$ cat src/rtl/ahb_slave_port_arbiter_if.sv
`default_nettype none
// +--------------------------------------------------------------------------+
// | Module   : ahb_slave_port_arbiter_if                                     |
// | Purpose  : Bundles the request/transfer inputs and the grant/ownership   |
// |            outputs of one AHB slave-port arbiter.                        |
// | Signals  : req        [N]    master m requests this slave                |
// |            htrans     [2N]   per-master htrans, m at [2m+1:2m]           |
// |            hmastlock  [N]    per-master lock                             |
// |            hready            slave hreadyout                             |
// |            grant      [N]    one-hot address-phase owner (registered)    |
// |            addr_owner [W]    encoded grant                               |
// |            owner_valid       grant is non-zero                           |
// |            data_owner [W]    master whose data phase is active           |
// |            data_valid        a data phase is in progress                 |
// |            locked            arbiter is in LOCKED state                  |
// |            lock_timeout      sticky lock-hold error                      |
// | Modports : slave  - arbiter side; master - interconnect side             |
// | Revision : 1.0 - initial release                                         |
// +--------------------------------------------------------------------------+
interface ahb_slave_port_arbiter_if #(
  parameter int NO_OF_MASTERS = 4
);
  localparam int IDX_W = (NO_OF_MASTERS > 1) ? $clog2(NO_OF_MASTERS) : 1;

  logic [NO_OF_MASTERS-1:0]   req;
  logic [2*NO_OF_MASTERS-1:0] htrans;
  logic [NO_OF_MASTERS-1:0]   hmastlock;
  logic                       hready;
  logic [NO_OF_MASTERS-1:0]   grant;
  logic [IDX_W-1:0]           addr_owner;
  logic                       owner_valid;
  logic [IDX_W-1:0]           data_owner;
  logic                       data_valid;
  logic                       locked;
  logic                       lock_timeout;

  modport slave (
    input  req, htrans, hmastlock, hready,
    output grant, addr_owner, owner_valid, data_owner, data_valid, locked, lock_timeout
  );

  modport master (
    output req, htrans, hmastlock, hready,
    input  grant, addr_owner, owner_valid, data_owner, data_valid, locked, lock_timeout
  );
endinterface
`default_nettype wire

$ cat src/rtl/ahb_slave_port_arbiter.sv
`default_nettype none
// +--------------------------------------------------------------------------+
// | Module   : ahb_slave_port_arbiter                                        |
// | Purpose  : Per-slave-port round-robin arbiter and sequencer for an AHB   |
// |            multi-master interconnect. Issues a registered one-hot        |
// |            address-phase grant, tracks the data-phase owner, holds the   |
// |            bus through bursts and locked sequences, and only changes     |
// |            ownership on hready-qualified edges.                          |
// | Ports    : hclk    - clock                                               |
// |            hreset  - synchronous active-high reset                       |
// |            bus     - ahb_slave_port_arbiter_if.slave (req/htrans/        |
// |                      hmastlock/hready in; grant/owner/data/lock out)     |
// | Revision : 1.0 - initial release                                         |
// +--------------------------------------------------------------------------+
module ahb_slave_port_arbiter #(
  parameter int NO_OF_MASTERS = 4,
  parameter int LOCK_TIMEOUT  = 64
) (
  input wire                      hclk,
  input wire                      hreset,
  ahb_slave_port_arbiter_if.slave bus
);

  localparam int IDX_W = (NO_OF_MASTERS > 1) ? $clog2(NO_OF_MASTERS) : 1;
  localparam int CNT_W = $clog2(LOCK_TIMEOUT + 1);

  localparam logic [1:0]       c_HT_BUSY   = 2'b01;
  localparam logic [1:0]       c_HT_NONSEQ = 2'b10;
  localparam logic [1:0]       c_HT_SEQ    = 2'b11;
  localparam logic [CNT_W-1:0] c_CNT_MAX   = CNT_W'(LOCK_TIMEOUT);

  typedef enum logic [1:0] {
    S_IDLE   = 2'd0,
    S_OWNED  = 2'd1,
    S_LOCKED = 2'd2
  } state_t;

  state_t                   r_state;
  state_t                   w_next_state;

  logic [NO_OF_MASTERS-1:0] r_grant;
  logic [IDX_W-1:0]         r_addr_owner;
  logic                     r_owner_valid;
  logic [IDX_W-1:0]         r_data_owner;
  logic                     r_data_valid;
  logic [IDX_W-1:0]         r_rr_ptr;
  logic [CNT_W-1:0]         r_lock_cnt;
  logic                     r_lock_timeout;

  logic [1:0]               w_htrans_m [NO_OF_MASTERS];
  logic [1:0]               w_own_htrans;
  logic                     w_own_lock;
  logic                     w_hold;
  logic                     w_req_found;
  logic [IDX_W-1:0]         w_req_idx;
  logic                     w_lock_found;
  logic [IDX_W-1:0]         w_lock_idx;
  logic [IDX_W-1:0]         w_next_idx;
  logic                     w_next_valid;
  logic                     w_ptr_upd;

  // (base + off) mod NO_OF_MASTERS, valid for non-power-of-two master counts
  function automatic logic [IDX_W-1:0] f_wrap(input logic [IDX_W-1:0] base, input int off);
    int s;
    s = 32'(base);
    s = s + off;
    if (s >= NO_OF_MASTERS) s = s - NO_OF_MASTERS;
    return IDX_W'(s);
  endfunction

  generate
    for (genvar m = 0; m < NO_OF_MASTERS; m++) begin : g_split
      assign w_htrans_m[m] = bus.htrans[2*m +: 2];
    end
  endgenerate

  assign w_own_htrans = w_htrans_m[r_addr_owner];
  assign w_own_lock   = bus.hmastlock[r_addr_owner];

  // Hold is judged on the owner's htrans/lock, never on its req, so a burst
  // survives the master dropping req while it still drives SEQ/BUSY.
  assign w_hold = (r_state != S_IDLE) &&
                  ((w_own_htrans == c_HT_SEQ) || (w_own_htrans == c_HT_BUSY) || w_own_lock);

  // Round-robin scans from rr_ptr with wrap; locked requesters are searched
  // separately so they can take priority over plain ones.
  always_comb begin
    w_req_found  = 1'b0;
    w_req_idx    = '0;
    w_lock_found = 1'b0;
    w_lock_idx   = '0;
    for (int i = 0; i < NO_OF_MASTERS; i++) begin
      if (!w_req_found && bus.req[f_wrap(r_rr_ptr, i)]) begin
        w_req_found = 1'b1;
        w_req_idx   = f_wrap(r_rr_ptr, i);
      end
      if (!w_lock_found && bus.req[f_wrap(r_rr_ptr, i)] && bus.hmastlock[f_wrap(r_rr_ptr, i)]) begin
        w_lock_found = 1'b1;
        w_lock_idx   = f_wrap(r_rr_ptr, i);
      end
    end
  end

  always_comb begin
    w_next_state = r_state;
    w_next_idx   = r_addr_owner;
    w_next_valid = r_owner_valid;
    w_ptr_upd    = 1'b0;
    if (bus.hready) begin
      if (w_hold) begin
        // Once LOCKED, only a full release (no lock, no SEQ/BUSY) leaves it.
        w_next_valid = 1'b1;
        w_next_state = ((r_state == S_LOCKED) || w_own_lock) ? S_LOCKED : S_OWNED;
      end else if (w_lock_found) begin
        w_next_idx   = w_lock_idx;
        w_next_valid = 1'b1;
        w_next_state = S_LOCKED;
        w_ptr_upd    = 1'b1;
      end else if (w_req_found) begin
        w_next_idx   = w_req_idx;
        w_next_valid = 1'b1;
        w_next_state = S_OWNED;
        w_ptr_upd    = 1'b1;
      end else begin
        w_next_idx   = '0;
        w_next_valid = 1'b0;
        w_next_state = S_IDLE;
      end
    end
  end

  always_ff @(posedge hclk) begin
    if (hreset) begin
      r_state       <= S_IDLE;
      r_grant       <= '0;
      r_addr_owner  <= '0;
      r_owner_valid <= 1'b0;
      r_rr_ptr      <= '0;
      r_data_owner  <= '0;
      r_data_valid  <= 1'b0;
    end else if (bus.hready) begin
      r_state       <= w_next_state;
      r_grant       <= w_next_valid ? (NO_OF_MASTERS'(1) << w_next_idx) : '0;
      r_addr_owner  <= w_next_idx;
      r_owner_valid <= w_next_valid;
      if (w_ptr_upd) begin
        r_rr_ptr <= f_wrap(w_next_idx, 1);
      end
      // Address phase completing now becomes the active data phase.
      if (r_owner_valid && ((w_own_htrans == c_HT_NONSEQ) || (w_own_htrans == c_HT_SEQ))) begin
        r_data_owner <= r_addr_owner;
        r_data_valid <= 1'b1;
      end else begin
        r_data_valid <= 1'b0;
      end
    end
  end

  // Counts edges spent in LOCKED; the entry edge itself is not counted.
  always_ff @(posedge hclk) begin
    if (hreset) begin
      r_lock_cnt     <= '0;
      r_lock_timeout <= 1'b0;
    end else if (w_next_state != S_LOCKED) begin
      r_lock_cnt <= '0;
    end else if (r_state == S_LOCKED) begin
      if (r_lock_cnt < c_CNT_MAX) begin
        r_lock_cnt <= r_lock_cnt + 1'b1;
      end
      if (r_lock_cnt >= (c_CNT_MAX - 1'b1)) begin
        r_lock_timeout <= 1'b1;
      end
    end
  end

  assign bus.grant        = r_grant;
  assign bus.addr_owner   = r_addr_owner;
  assign bus.owner_valid  = r_owner_valid;
  assign bus.data_owner   = r_data_owner;
  assign bus.data_valid   = r_data_valid;
  assign bus.locked       = (r_state == S_LOCKED);
  assign bus.lock_timeout = r_lock_timeout;

endmodule
`default_nettype wire
$ cat src/flat_wrapper.sv
// flat-port wrapper written by rule: the top's interface ports become plain ports
module ahb_slave_port_arbiter_flat 
#(
  parameter int NO_OF_MASTERS = 4,
  parameter int LOCK_TIMEOUT  = 64
)
  (hclk, hreset, bus_req, bus_htrans, bus_hmastlock, bus_hready, bus_grant, bus_addr_owner, bus_owner_valid, bus_data_owner, bus_data_valid, bus_locked, bus_lock_timeout);
  ahb_slave_port_arbiter_if #(.NO_OF_MASTERS(NO_OF_MASTERS)) bus_i ();
  input wire hclk;
  input wire hreset;
  input wire logic [$bits(bus_i.req)-1:0] bus_req;
  input wire logic [$bits(bus_i.htrans)-1:0] bus_htrans;
  input wire logic [$bits(bus_i.hmastlock)-1:0] bus_hmastlock;
  input wire logic [$bits(bus_i.hready)-1:0] bus_hready;
  output wire logic [$bits(bus_i.grant)-1:0] bus_grant;
  output wire logic [$bits(bus_i.addr_owner)-1:0] bus_addr_owner;
  output wire logic [$bits(bus_i.owner_valid)-1:0] bus_owner_valid;
  output wire logic [$bits(bus_i.data_owner)-1:0] bus_data_owner;
  output wire logic [$bits(bus_i.data_valid)-1:0] bus_data_valid;
  output wire logic [$bits(bus_i.locked)-1:0] bus_locked;
  output wire logic [$bits(bus_i.lock_timeout)-1:0] bus_lock_timeout;
  assign bus_i.req = bus_req;
  assign bus_i.htrans = bus_htrans;
  assign bus_i.hmastlock = bus_hmastlock;
  assign bus_i.hready = bus_hready;
  assign bus_grant = bus_i.grant;
  assign bus_addr_owner = bus_i.addr_owner;
  assign bus_owner_valid = bus_i.owner_valid;
  assign bus_data_owner = bus_i.data_owner;
  assign bus_data_valid = bus_i.data_valid;
  assign bus_locked = bus_i.locked;
  assign bus_lock_timeout = bus_i.lock_timeout;
  ahb_slave_port_arbiter #(.NO_OF_MASTERS(NO_OF_MASTERS), .LOCK_TIMEOUT(LOCK_TIMEOUT)) u_core (.hclk(hclk), .hreset(hreset), .bus(bus_i));
endmodule
$ cat config.mk
export PLATFORM = sky130hd
export DESIGN_NAME = ahb_slave_port_arbiter_flat
export DESIGN_NICKNAME = d
export VERILOG_FILES = /design/src/rtl/ahb_slave_port_arbiter_if.sv /design/src/rtl/ahb_slave_port_arbiter.sv /design/src/flat_wrapper.sv
export SDC_FILE = /design/constraint.sdc
export NUM_CORES = 1
export LEC_CHECK = 0
export ABC_AREA = 1
export CELL_PAD_IN_SITES_DETAIL_PLACEMENT = 0
export CELL_PAD_IN_SITES_GLOBAL_PLACEMENT = 2
export CORE_ASPECT_RATIO = 0.5
export CORE_MARGIN = 2
export CORE_UTILIZATION = 30
export CTS_BUF_LIST = sky130_fd_sc_hd__clkbuf_8
export CTS_CLUSTER_DIAMETER = 50
export CTS_CLUSTER_SIZE = 14
export DETAILED_ROUTE_END_ITERATION = 7
export PLACE_DENSITY_LB_ADDON = 0.25
export SYNTH_ARGS = -nofsm -noshare
export SYNTH_HDL_FRONTEND = slang
export SYNTH_SLANG_ARGS = --single-unit
$ cat constraint.sdc
create_clock -name hclk -period 5 [get_ports hclk]
set_input_delay 0.5 -clock hclk [delete_from_list [all_inputs] [get_ports hclk]]
set_output_delay 0.5 -clock hclk [all_outputs]
set_load 0.1 [all_outputs]
-- After elaboration in Yosys (flattened, before gate mapping)
Index checks and enable logic that the tools add are counted.
- shift-type cells: 1
- add/subtract/negate cells: 10
- $lt $le $gt $ge: 13
- bitwise logic cells: 2
- mux-type cells: 59
- equality and inequality tests: 5
- reduce and logical (&&, ||, !) cells: 28
- operator list (operator ; count):
    $mux 2 ; 23
    $mux 1 ; 25
    $bmux 1 s2 ; 9
    $ge 3x3->1 const B ; 5
    $lt 2x3->1 const B ; 5
    $logic_and 1x1->1 ; 12
    $sub 2x1->2 const B ; 5
    $add 7x1->7 const B ; 1
    $ge 7x6->1 const B ; 1
    $lt 7x7->1 const B ; 1
    $add 2x1->3 const B ; 2
    $add 2x2->3 const B ; 2
    $eq 2x2->1 const B ; 3
    $logic_not 1->1 ; 6
    $reduce_and 2->1 ; 3
    $bmux 2 s2 ; 1
    $logic_or 1x1->1 ; 4
    $mux 4 ; 1
    $shl 1x2->4 const A ; 1
    $ge 2x3->1 const B ; 1
    $not 2->3 ; 1
    $reduce_and 3->1 ; 1
    $eq 2x1->1 const B ; 1
    $ne 2x2->1 const B ; 1
    other kinds (3) ; 3
- input bits: 19
- word-level logic and storage cells: 127
- output and inout bits: 12
- flip-flop bits (word level): 22

-- Longest topological paths before layout
- depth in word-level cells: 24
- depth in mapped cells: 18
- depth with buffers taken out: 17

-- Worst setup path before layout
OpenSTA, ideal clock, no wires.
- path type: reg2reg
- start: register u_core.r_addr_owner[0], in the netlist u_core.bus.addr_owner[0]
- end: register u_core.r_rr_ptr[1]
- buffers on the path: 1
- data required time: 4.882 ns
- library setup time: 0.118 ns
- arrival time: 2.627 ns
- clock period less this slack: 2.746 ns
- stages on the path, launching flop included: 14
- slack: 2.254 ns
- cell sequence: dfxtp_1 -> buf_2 -> a21oi_1 -> o21ai_0 -> nand2_1 -> nand2_1 -> o21ai_0 -> nand2_1 -> inv_1 -> nand3_1 -> nand2_1 -> ha_1 -> nor3_1 -> nor2_1
- longest elaborated chain between the ends: 13
- elaborated cells between the ends (all ways): 20
- those cells by class: add/sub (2); order compare (1); eq/ne (2); mux (10); bitwise (1); reduce/logical (4)
- RTL lines (element ; line ; text):
    start, declared ; ahb_slave_port_arbiter.sv:42 ; logic [IDX_W-1:0] r_addr_owner;
    start signal, assigned ; ahb_slave_port_arbiter.sv:144 ; r_addr_owner <= w_next_idx;
    $not 2->3 (not written as such) ; ahb_slave_port_arbiter.sv:77 ; assign w_own_htrans = w_htrans_m[r_addr_owner];
    $bmux 2 s2 ; ahb_slave_port_arbiter.sv:77 ;
    $mux 2 (not written as such) (2 in series) ; ahb_slave_port_arbiter.sv:77 ;
    $eq 2x2->1 or $eq 2x1->1 (tied branches) ; ahb_slave_port_arbiter.sv:83 ; ((w_own_htrans == c_HT_SEQ) || (w_own_htrans == c_HT_BUSY) || w_own_lock);
    $logic_or 1x1->1 (2 in series) ; ahb_slave_port_arbiter.sv:83 ;
    $logic_and 1x1->1 ; ahb_slave_port_arbiter.sv:82 ; assign w_hold = (r_state != S_IDLE) &&
    $mux 2 ; ahb_slave_port_arbiter.sv:110 ; if (w_hold) begin
    $mux 2 (*) ; ahb_slave_port_arbiter.sv:109 ; if (bus.hready) begin
    via u_core.w_next_idx[0] ; ahb_slave_port_arbiter.sv:58 ; logic [IDX_W-1:0] w_next_idx;
    $add 2x1->3 (*) ; ahb_slave_port_arbiter.sv:66 ; s = s + off;
    $ge 3x3->1 or $sub 2x1->2 (tied branches) ; ahb_slave_port_arbiter.sv:67 ; if (s >= NO_OF_MASTERS) s = s - NO_OF_MASTERS;
    $mux 2 (*) ; ahb_slave_port_arbiter.sv:67 ;
    end signal, assigned ; ahb_slave_port_arbiter.sv:147 ; r_rr_ptr <= f_wrap(w_next_idx, 1);
    end, declared ; ahb_slave_port_arbiter.sv:46 ; logic [IDX_W-1:0] r_rr_ptr;
The timed path passes the listed nets; every way through them passes the cells marked *. The select of a mux whose other input is x is not followed.
A chain may end at the register's enable or synchronous reset.

-- Worst setup path after layout
- start: register u_core.r_rr_ptr[0]
- end: register u_core.r_rr_ptr[1]
- longest elaborated chain between the ends: 24
- elaborated cells between the ends (all ways): 76
- those cells by class: add/sub (9); order compare (5); mux (45); reduce/logical (17)
- RTL lines (element ; line ; text):
    parallel branches: the longest is 18 deep, another holds $add 2x1->3 ; n/a ;
    $mux 2 (*) ; ahb_slave_port_arbiter.sv:114 ; end else if (w_lock_found) begin
    $mux 2 (*) ; ahb_slave_port_arbiter.sv:110 ;
    $mux 2 (*) ; ahb_slave_port_arbiter.sv:109 ;
    via u_core.w_next_idx[1] ; ahb_slave_port_arbiter.sv:58 ;
    $add 2x1->3 (*) ; ahb_slave_port_arbiter.sv:66 ;
    $ge 3x3->1 or $sub 2x1->2 (tied branches) ; ahb_slave_port_arbiter.sv:67 ;
    $mux 2 (*) ; ahb_slave_port_arbiter.sv:67 ;
Mark *: on every way through the listed nets, which the timed path passes. The select of a mux whose other input is x is not followed.

==> run summary <==
Post-CTS sizing - 0
CP Launch Type - register
CTS Buffer Depth - 2
Total CTS buffers - 3
All-Layer GR Usage - 13.1%
Critical path class - reg -> reg
FF-to-FF path depth - 16
CP Buf/Inv Count - 1
Crit path arrival time - 2940 ps
Clk pwr share - 11.8%
Core ar. - 0.00507 sq mm
Vias per cell - 4.50
WHS Endpoint - u_core.bus.data_owner[0]$_SDFFE_PP0P_
Max Slew Vio Count - 0
Critical path capture point type - register
Unique masters post-synth - 30
Cell mode on critical path - nand2_1
Syn nets - 280
Final hold vios - 0
Std cell rows - 18
Area of the multi-input gates - 0.00101 sq mm
Setup TNS - 0 ps
Vias in the first global route - 1391
Congestion Overflow GR - 0
DR iter-0 viols - 36
Hold_sp - u_core.bus.data_owner[0]$_SDFFE_PP0P_
Ant. Diodes - 0
Top_reg_cell synth - dfxtp_1
DP Wirelength - 3.12 mm
Clk Latency, worst-skew pair - 260 ps
Largest net degree at the start of global routing - 16
P per Cell Area - 542 mW/mm^2
Ratio of cells with drive above 1 in the final layout - 8.80%
Measured slew at the worst slew-check pin - 972 ps
Die area - 0.00603 sq mm
Initial core utilization - 31.9%
Drt pass-1 iters - 5
Area Growth Syn to Fin - 24.5%
Switching Fraction - 55.1%
Sw power - 0.601 mW
Die H - 55.9 um
Comb pwr share - 65.2%
Clock sinks - 22
Clk_skew - 1.30 ps
Avg WL per Cell - 11.2 um
Cell Area, Placed - 0.00196 sq mm
FF+latch area - 440 sq um
Worst VDD drop - 0.217 mV
Flop-to-flop setup slack - 2210 ps
R2r startpoint - u_core.r_rr_ptr[0]$_SDFFE_PP0P_
Io pins - 31
R2R Path End - u_core.r_rr_ptr[1]$_SDFFE_PP0P_
Crit path required time - 5160 ps
CTS tree - built
Asr flop ratio synth - 0%
Placer Congestion - 0.784
Layout Nets - 309
Port Buffers - 30
Post-synth EDFFs - 0
Cts hold-fix bufs - 0
Largest area contributor in the netlist - dfxtp_1
Mapped Cells - 256
Leak - 0.936 nW
Pint - 0.490 mW
Synthesized area - 0.00162 sq mm
Reg power frac - 23.0%
Post-layout instance area - 0.00201 sq mm
Vias post-DR - 1593
Count leader, synth - nand2_1
Xor/xnor share of the synthesized area - 2.71%
Mux share of post-synthesis cell area - 0.619%
Largest family of logic cells by synthesized area - simple AND/OR/NAND/NOR gates
Final ANT Viol Nets - 0
CTS H-tree depth - 1
Finish-stage setup viols - 0
Fillers - 555
Setup Buffers After CTS - 0
Post-synthesis compound-gate area fraction - 10.1%
CP max-delay cell - dfxtp_1
Yosys top cell area share - 27.2%
Number of cells on the worst hold path - 2
Max Cap Violations - 0
Yosys Warn Count - 0
Remaining DRCs - 0
Critical path origin - u_core.r_rr_ptr[0]$_SDFFE_PP0P_
Sequential fraction of the synthesis area - 27.2%
Crit path max-delay family - simple AND/OR/NAND/NOR gates
Initial antenna violation count - 0
Critical Path Fanout Max - 15
Crit-path cells - inv_2, nand2_1, nand2_1, nand2_1, nand2_4, nand2_4, nand2_1, nor2_1, nand3_1, nor2_1, nor2_1, nand2_1, nand2_1, ha_1, nor3_1, nor2_1
Hold WC Path Type - reg -> reg
CTS root buf - clkbuf_8
Max stage delay on crit path - 680 ps
DRT Wirelength - 3.96 mm
Adder-cell area share of the yosys netlist - 3.87%
First-pass GRT wire length - 6.43 mm
Slew margin rel. - 35.0%
Chip width - 108 um
Clock-pin slew on the worst setup and hold paths - 80 ps
Synthesized area per cell - 6.32 sq um
Max frequency - 359 MHz
Post-synthesis simple-gate area fraction - 45.0%
Outcome - finished, final reports clean
Number of synthesized register bits - 22
Minimum clock period - 2790 ps
Non-filler instance count after layout - 354
DP Cell Count - 350
Final period util - 55.7%
Commonest cells post-synth - nand2_1, inv_1, nand3_1
RSZ-0062 raised after global routing - no
Top post-synthesis cells by area - dfxtp_1, nand2_1, nand3_1, inv_1, nor2_1
==> how the worst max path moves through the flow <==
stage                     slack [ps]                         endpoint  cells after the start
after floorplan                 2250  u_core.r_rr_ptr[1]$_SDFFE_PP0P_                     13
after global placement          2200  u_core.r_rr_ptr[1]$_SDFFE_PP0P_                     13
after detailed placement        2210  u_core.r_rr_ptr[1]$_SDFFE_PP0P_                     13
after CTS                       2210  u_core.r_rr_ptr[1]$_SDFFE_PP0P_                     16
after global routing            1860  u_core.r_rr_ptr[1]$_SDFFE_PP0P_                     14
final                           2210  u_core.r_rr_ptr[1]$_SDFFE_PP0P_                     16
==> metal layers <==
metal,up-vias,share of wire [%],global-route usage [%]
met4,0,0.35,2.20
met3,2,1.7,2.58
met2,8,44,20.6
met1,710,54,18.8
li1,873,-,-
met5,-,0,0
==> flip-flops by register name, summed over array words and instances, names as in the netlist <==
signal / flops
u_core.bus.grant: 4
u_core.bus.data_valid: 1
u_core.bus.owner_valid: 1
u_core.r_state: 2
u_core.bus.lock_timeout: 1
u_core.r_rr_ptr: 2
u_core.bus.addr_owner: 2
u_core.r_lock_cnt: 7
u_core.bus.data_owner: 2
==> metrics by stage <==
step                      power, mW  hold WS [ps]  utilization [%]  worst slack, ps
final                          1.09           458             39.8             2210
after global routing           1.18           484             39.8             1860
after detailed placement      0.964           450             38.7             2210
after floorplan               0.826           464                -             2250
after CTS                      1.10           464             39.8             2210
after global placement        0.970           449             38.7             2200
==> kinds of logic (layout without fill, tap and decap cells) <==
logic type | Yosys count | count (layout)
compound gates | 29 | 29
xor+xnor | 5 | 5
fa+ha+maj | 5 | 5
buf+inv | 39 | 67
flops | 22 | 22
mux | 1 | 1
simple gates | 155 | 155
==> layout by cell type (no fill, tap or decap), types with 2 or more instances in the layout <==
master and instances:
nor2_1 24, a21oi_1 14, nand2_4 5, nand2_2 6, inv_1 31, ha_1 5
xor2_1 3, nand3_1 31, clkdlybuf4s50_1 30, nand4_1 3, nand2_1 76, dfxtp_1 22
nor2_4 2, nor3_1 2, clkbuf_8 4, a31oi_1 2, inv_2 2, o21ai_0 8
xnor2_1 2, nand3_2 4
==> worst min-delay path: stages, from the launching register on <==
cell	delay (ps)
dfxtp_1	320
inv_1	50
a21oi_1	50
==> power by group through the flow <==
| stage | registers (mW) | logic (mW) | clock network [mW] |
|---|---|---|---|
| after global placement | 0.254 | 0.716 | 0 |
| after CTS | 0.251 | 0.717 | 0.134 |
| after global routing | 0.257 | 0.786 | 0.140 |
| final | 0.251 | 0.712 | 0.129 |
| after detailed placement | 0.255 | 0.710 | 0 |
| after floorplan | 0.353 | 0.473 | 0 |
==> cell type report <==
cell class                 count  share of cell area (%)
clock buffer                   4                    2.73
inverter                      33                    6.15
multi-input combinational    195                    50.0
sequential                    22                    21.9
tap                           70                    4.35
timing repair buffer          30                    14.9
Power figures use the tool's default switching activity.
